===== src/rtl/npu_pkg.sv =====
// Shared NPU definitions: memory/data widths, the read-sequencer state encoding
// and the convolution kernel footprint.
package npu_pkg;

  localparam int ADDR_W      = 14;
  localparam int DATA_W      = 16;
  localparam int KERNEL_TAPS = 9;

  typedef enum logic [1:0] {
    IDLE,
    SETUP,
    ISSUE,
    DRAIN
  } seq_state_e;

endpackage


===== src/rtl/npu_sync_fifo.sv =====
// Synchronous FIFO with occupancy count; same-cycle push/pop keeps order and count.
module npu_sync_fifo #(
  parameter int WIDTH = 17,
  parameter int DEPTH = 4,
  localparam int PTR_W = $clog2(DEPTH),
  localparam int CNT_W = PTR_W + 1
) (
  input  logic             clk,
  input  logic             resetn,
  input  logic             push,
  input  logic [WIDTH-1:0] push_data,
  input  logic             pop,
  output logic [WIDTH-1:0] head,
  output logic [CNT_W-1:0] count,
  output logic             empty
);

  logic [WIDTH-1:0] mem [DEPTH];
  logic [PTR_W-1:0] wr_ptr, rd_ptr;
  logic             full, do_push, do_pop;

  assign empty   = (count == '0);
  assign full    = (count == CNT_W'(DEPTH));
  assign do_pop  = pop && !empty;
  assign do_push = push && (!full || do_pop);
  assign head    = mem[rd_ptr];

  // Pointers wrap naturally because DEPTH is a power of two.
  always_ff @(posedge clk or negedge resetn) begin
    if (!resetn) begin
      wr_ptr <= '0;
      rd_ptr <= '0;
      count  <= '0;
    end else begin
      if (do_push) wr_ptr <= wr_ptr + PTR_W'(1);
      if (do_pop)  rd_ptr <= rd_ptr + PTR_W'(1);
      count <= count + CNT_W'(do_push) - CNT_W'(do_pop);
    end
  end

  always_ff @(posedge clk) begin
    if (do_push) mem[wr_ptr] <= push_data;
  end

endmodule


===== src/rtl/npu_conv_act_rd_seq.sv =====
// Activation/RGB read sequencer: walks the C x 3 x 3 window of one output pixel,
// issues reads (or pad bypasses) and streams realigned data through a credit-limited FIFO.
module npu_conv_act_rd_seq
  import npu_pkg::*;
#(
  parameter int ADDR_W     = npu_pkg::ADDR_W,
  parameter int DATA_W     = npu_pkg::DATA_W,
  parameter int RD_LAT     = 2,
  parameter int FIFO_DEPTH = 4
) (
  input  logic              clk,
  input  logic              resetn,
  input  logic              start,
  input  logic              cfg_src_rgb,
  input  logic [ADDR_W-1:0] cfg_base_addr,
  input  logic [7:0]        cfg_in_w,
  input  logic [7:0]        cfg_in_h,
  input  logic [6:0]        cfg_num_ch,
  input  logic [7:0]        cfg_out_row,
  input  logic [7:0]        cfg_out_col,
  output logic              busy,
  output logic              done,
  output logic              hw_act_mem_rd,
  output logic              hw_rgb_mem_rd,
  output logic              hw_act_mem_rd_bypass,
  output logic [ADDR_W-1:0] npu_act_mem_rd_addr,
  input  logic [DATA_W-1:0] npu_muxed_rgb_act_mem_rd_data,
  output logic [DATA_W-1:0] win_data,
  output logic              win_valid,
  input  logic              win_ready,
  output logic              win_last
);

  localparam int CNT_W = $clog2(FIFO_DEPTH) + 1;

  seq_state_e state, state_nxt;
  logic issue, latch_cfg, setup_ld, done_nxt;

  logic              src_rgb_q;
  logic [ADDR_W-1:0] base_q;
  logic [7:0]        in_w_q, in_h_q, row_q, col_q;
  logic [6:0]        num_ch_q;

  logic [ADDR_W-1:0] plane, ch_row0, row_ptr;
  logic [6:0]        ch;
  logic [1:0]        ky, kx;
  logic [3:0]        tap;
  logic signed [9:0] x_pos, y_pos;
  logic              pad, last_elem;

  logic [RD_LAT:0]   vld_p, pad_p, last_p;
  logic [7:0]        in_flight, credit_used;
  logic              push, pop, fifo_empty;
  logic [DATA_W:0]   push_data, head;
  logic [CNT_W-1:0]  fifo_count;

  assign x_pos = $signed({2'b00, col_q}) + $signed({8'b0, kx}) - 10'sd1;
  assign y_pos = $signed({2'b00, row_q}) + $signed({8'b0, ky}) - 10'sd1;
  assign pad   = (x_pos < 10'sd0) || (x_pos >= $signed({2'b00, in_w_q})) ||
                 (y_pos < 10'sd0) || (y_pos >= $signed({2'b00, in_h_q}));
  assign last_elem = (ch == num_ch_q - 7'd1) && (tap == 4'(KERNEL_TAPS - 1));

  // Credits: elements still in the read pipe plus FIFO occupancy, minus the slot freed this cycle.
  always_comb begin
    in_flight = '0;
    for (int i = 0; i <= RD_LAT; i++) in_flight = in_flight + 8'(vld_p[i]);
  end
  assign credit_used = in_flight + 8'(fifo_count) - 8'(pop);

  always_comb begin
    state_nxt = state;
    issue     = 1'b0;
    latch_cfg = 1'b0;
    setup_ld  = 1'b0;
    done_nxt  = 1'b0;
    case (state)
      IDLE: if (start) begin
        latch_cfg = 1'b1;
        if (cfg_num_ch == 7'd0) done_nxt = 1'b1;
        else                    state_nxt = SETUP;
      end
      SETUP: begin
        setup_ld  = 1'b1;
        state_nxt = ISSUE;
      end
      ISSUE: if (credit_used < 8'(FIFO_DEPTH)) begin
        issue = 1'b1;
        if (last_elem) state_nxt = DRAIN;
      end
      DRAIN: if (in_flight == 8'd0 &&
                 (fifo_count == '0 || (fifo_count == CNT_W'(1) && pop))) begin
        done_nxt  = 1'b1;
        state_nxt = IDLE;
      end
      default: state_nxt = IDLE;
    endcase
  end

  always_ff @(posedge clk or negedge resetn) begin
    if (!resetn) begin
      state <= IDLE;
      done  <= 1'b0;
    end else begin
      state <= state_nxt;
      done  <= done_nxt;
    end
  end

  assign busy = (state != IDLE);

  always_ff @(posedge clk) begin
    if (latch_cfg) begin
      src_rgb_q <= cfg_src_rgb;
      base_q    <= cfg_base_addr;
      in_w_q    <= cfg_in_w;
      in_h_q    <= cfg_in_h;
      num_ch_q  <= cfg_num_ch;
      row_q     <= cfg_out_row;
      col_q     <= cfg_out_col;
    end
  end

  // Window walk: the only multiplies happen once in SETUP, then pointers advance by adds.
  always_ff @(posedge clk) begin
    if (setup_ld) begin
      plane   <= ADDR_W'(16'(in_w_q) * 16'(in_h_q));
      ch_row0 <= base_q + ADDR_W'(16'(row_q) * 16'(in_w_q)) - ADDR_W'(in_w_q);
      row_ptr <= base_q + ADDR_W'(16'(row_q) * 16'(in_w_q)) - ADDR_W'(in_w_q);
      ch      <= '0;
      ky      <= '0;
      kx      <= '0;
      tap     <= '0;
    end else if (issue) begin
      tap <= (tap == 4'(KERNEL_TAPS - 1)) ? 4'd0 : tap + 4'd1;
      if (kx == 2'd2) begin
        kx <= 2'd0;
        if (ky == 2'd2) begin
          ky      <= 2'd0;
          ch      <= ch + 7'd1;
          ch_row0 <= ch_row0 + plane;
          row_ptr <= ch_row0 + plane;
        end else begin
          ky      <= ky + 2'd1;
          row_ptr <= row_ptr + ADDR_W'(in_w_q);
        end
      end else begin
        kx <= kx + 2'd1;
      end
    end
  end

  // Stage p0: registered strobes and address.
  always_ff @(posedge clk or negedge resetn) begin
    if (!resetn) begin
      hw_act_mem_rd        <= 1'b0;
      hw_rgb_mem_rd        <= 1'b0;
      hw_act_mem_rd_bypass <= 1'b0;
      npu_act_mem_rd_addr  <= '0;
    end else begin
      hw_act_mem_rd        <= issue && !pad && !src_rgb_q;
      hw_rgb_mem_rd        <= issue && !pad && src_rgb_q;
      hw_act_mem_rd_bypass <= issue && pad;
      if (issue) npu_act_mem_rd_addr <= pad ? '0 : row_ptr + ADDR_W'(x_pos[8:0]);
    end
  end

  // Stages p0..p(RD_LAT): element tags travel with the read until its data lands.
  always_ff @(posedge clk or negedge resetn) begin
    if (!resetn) vld_p <= '0;
    else         vld_p <= {vld_p[RD_LAT-1:0], issue};
  end

  always_ff @(posedge clk) begin
    pad_p  <= {pad_p[RD_LAT-1:0], pad};
    last_p <= {last_p[RD_LAT-1:0], last_elem};
  end

  assign push      = vld_p[RD_LAT];
  assign push_data = {last_p[RD_LAT], pad_p[RD_LAT] ? '0 : npu_muxed_rgb_act_mem_rd_data};
  assign pop       = win_valid && win_ready;

  npu_sync_fifo #(
    .WIDTH (DATA_W + 1),
    .DEPTH (FIFO_DEPTH)
  ) u_fifo (
    .clk       (clk),
    .resetn    (resetn),
    .push      (push),
    .push_data (push_data),
    .pop       (pop),
    .head      (head),
    .count     (fifo_count),
    .empty     (fifo_empty)
  );

  assign win_valid = !fifo_empty;
  assign win_data  = win_valid ? head[DATA_W-1:0] : '0;
  assign win_last  = win_valid && head[DATA_W];

endmodule


===== config.mk =====
export PLATFORM = sky130hd
export DESIGN_NAME = npu_conv_act_rd_seq
export DESIGN_NICKNAME = d
export VERILOG_FILES = /design/src/rtl/npu_pkg.sv /design/src/rtl/npu_sync_fifo.sv /design/src/rtl/npu_conv_act_rd_seq.sv
export SDC_FILE = /design/constraint.sdc
export NUM_CORES = 1
export LEC_CHECK = 0
export ABC_AREA = 1
export CELL_PAD_IN_SITES_DETAIL_PLACEMENT = 0
export CELL_PAD_IN_SITES_GLOBAL_PLACEMENT = 1
export CORE_UTILIZATION = 51
export CTS_BUF_LIST = sky130_fd_sc_hd__clkbuf_8
export DETAILED_ROUTE_END_ITERATION = 10
export GPL_ROUTABILITY_DRIVEN = 0
export HOLD_SLACK_MARGIN = 0.06
export PLACE_DENSITY = 0.94
export SLEW_MARGIN = 20
export SYNTH_ARGS = -nofsm -noshare
export SYNTH_HDL_FRONTEND = slang
export SYNTH_SLANG_ARGS = --single-unit

===== constraint.sdc =====
create_clock -name clk -period 15.6 [get_ports clk]
set_input_delay 3.12 -clock clk [delete_from_list [all_inputs] [get_ports clk]]
set_output_delay 3.12 -clock clk [all_outputs]
set_load 0.01 [all_outputs]

==> metrics.txt <==
WS Path Type=flip-flop to output pin; Simple-Gate Fraction of Synth Area=18.3%; Final Hold Vio Count=0; area delta synth->final=13.5%; Adder-Cell Fraction of Synth Area=23.3%; Yosys warnings=0; I/O Buffers=110; CTS tree=done; Setup crit start kind=flip-flop; filler cell count=2793; Post-CTS Repair Setup Buffers=0; CTS max path bufs=3; fin crit period=6.30 ns; initial core utilization=51.7%; main combinational cell family by area after synthesis=adder cells; TNS Setup=0 ns; GRT Overall Usage=23.3%; Worst Setup SP=u_fifo.rd_ptr[1]; Seq/Total Area, Yosys=37.3%; Syn Area/Cell=8.55 um^2; xor/xnor share of the synthesized area=3.33%; Worst R2R Start=in_w_q[1]; Slew HR=41.2%; via count of the first global-routing pass=12751; DR vias/cell=5.19; Vias=12685; die width=181 um; Slew Limit Fails=0; final net count=2334; CP Capture Type=output pin; Final Skew=0.0163 ns; DRC=0; final-report setup violation count=0; io pins=111; post-DR wirelength/cell=15.3 um; post-synthesis compound-gate area fraction=7.00%; Netlist Area Pre-Place=16300 um^2; HPWL Detailed=28400 um; die height=181 um; hold path startpoint=pad_p[1]; Critical Path AT=3.18 ns; CORE AREA=31600 um^2; status=finished clean; synth unique cells=44; H-tree Lvls=2; multiplexer share of the synthesized area=0%; dpl ws=8.93 ns; CTS clk-pin slew, worst paths=0.06 ns; Synth Flop Type=edfxtp_1; total CTS buffers=38; clk root buf=clkbuf_8; hold buffer count at cts=0; First-pass DRT Iterations=5; Starting DRT DRC Count=707; Routed Antenna Nets=0; EDFF count, synth=164; FFs w/ async S/R, synth=14.0%; unrepaired setup endpoints after global routing=no; final worst-path setup slack=9.30 ns; crit path max fanout=18; clk_lat worst skew=0.55 ns; Seq cells post-synth=215; antenna violations before repair=1; maximum clock rate=159 MHz; Worst Hold Class=flip-flop to flip-flop; largest net degree at the start of global routing=56; Max-Cap Viols=0; CTS sink cnt=215; first-pass GRT wire length=61300 um; # rows=65; WP data required=12.48 ns; post-synthesis cell count=1910; die area=32700 um^2; final period utilization=40.4%; R2R setup slack=9.94 ns; post_cts resized=0; layout cell share with drive strength beyond 1=4.06%; antenna fix cells=0; WL final=37500 um; Worst Tran Pin Value=0.882 ns; grt total ovfl=0
layout by cell type (no fill, tap or decap), types with 21 or more instances in the layout:
| master | n |
|---|---|
| dfrtp_1 | 30 |
| nand2_1 | 398 |
| inv_1 | 396 |
| nand4_1 | 35 |
| fa_1 | 95 |
| dfxtp_1 | 21 |
| xor2_1 | 37 |
| edfxtp_1 | 164 |
| nand3_1 | 83 |
| clkdlybuf4s50_1 | 110 |
| o21ai_0 | 99 |
| clkbuf_8 | 42 |
| nor2_1 | 165 |
| ha_1 | 152 |
| a21oi_1 | 94 |
| xnor2_1 | 25 |
cell type report:
cell class                      instances  area [um^2]  area share, %
Clock buffer                           42          578           3.12
Multi-Input combinational cell       1246         8490           45.8
Sequential cell                       215         6100           32.9
Clock inverter                         27          203           1.09
Timing Repair Buffer                  123         1200           6.47
Inverter                              389         1460           7.88
Tap cell                              402          503           2.71
critical path, stage by stage, from the launching register on:
cell             delay, ns
dfrtp_1               0.77
clkinv_1              0.72
nor2_1                0.25
o21ai_0               0.12
a21oi_1               0.21
clkdlybuf4s50_1       0.57
cell usage after synthesis (35+ instances only):
library cell  number  area (um^2)
fa_1              95         1900
nand2_1          398         1490
clkbuf_1          41          154
ha_1             152         1900
edfxtp_1         164         4920
a21oi_1           94          470
o21ai_0           99          495
nor2_1           165          619
nand4_1           35          219
xor2_1            37          324
nand3_1           83          415
inv_1            387         1450
final timing paths:
kind / endpoint / cells after the start
max in group asynchronous: npu_act_mem_rd_addr[1] / 2
max: win_data[2] / 5
min in group asynchronous: u_fifo.count[2] / 2
min reg2reg: pad_p[2] / 0
min: pad_p[2] / 0
max reg2reg: ch_row0[11] / 16
sequential cells by signal, indices dropped and copies added (netlist names), 7 cells and up:
| name | count |
|---|---|
| in_h_q | 8 |
| col_q | 8 |
| row_ptr | 14 |
| u_fifo.mem | 68 |
| npu_act_mem_rd_addr | 14 |
| base_q | 14 |
| ch | 7 |
| plane | 14 |
| num_ch_q | 7 |
| row_q | 8 |
| in_w_q | 8 |
| ch_row0 | 14 |
cells by family (layout without fill, tap and decap cells):
group	after synthesis	in the layout
xor+xnor	62	62
buf+inv	450	581
compound gates	217	217
other cells	1	2
flops	215	215
fa+ha+maj	247	247
simple gates	718	718
per-stage QoR:
step                hold slack (ns)  utilization (%)  cells  instance area [um^2]
finish                        0.326             58.7   2444                 18500
global route                  0.331             58.7   2444                 18500
CTS                           0.327             58.7   2444                 18500
detailed placement            0.313             56.3   2375                 17800
global placement              0.317             56.3   2375                 17800
floorplan                     0.310                -   1911                 16300
metal layers:
layer	routed length, um	vias to the layer above	global-route usage (%)	share of wire [%]
li1	-	6270	-	-
met1	16300	5954	29.6	43
met2	17700	353	39.3	47
met3	1960	106	3.79	5.2
met4	1570	2	10.6	4.2
met5	13	-	0	0.035
Power is not shown: default switching activity piles up to over one toggle a cycle in this logic, so the estimate is an artifact.
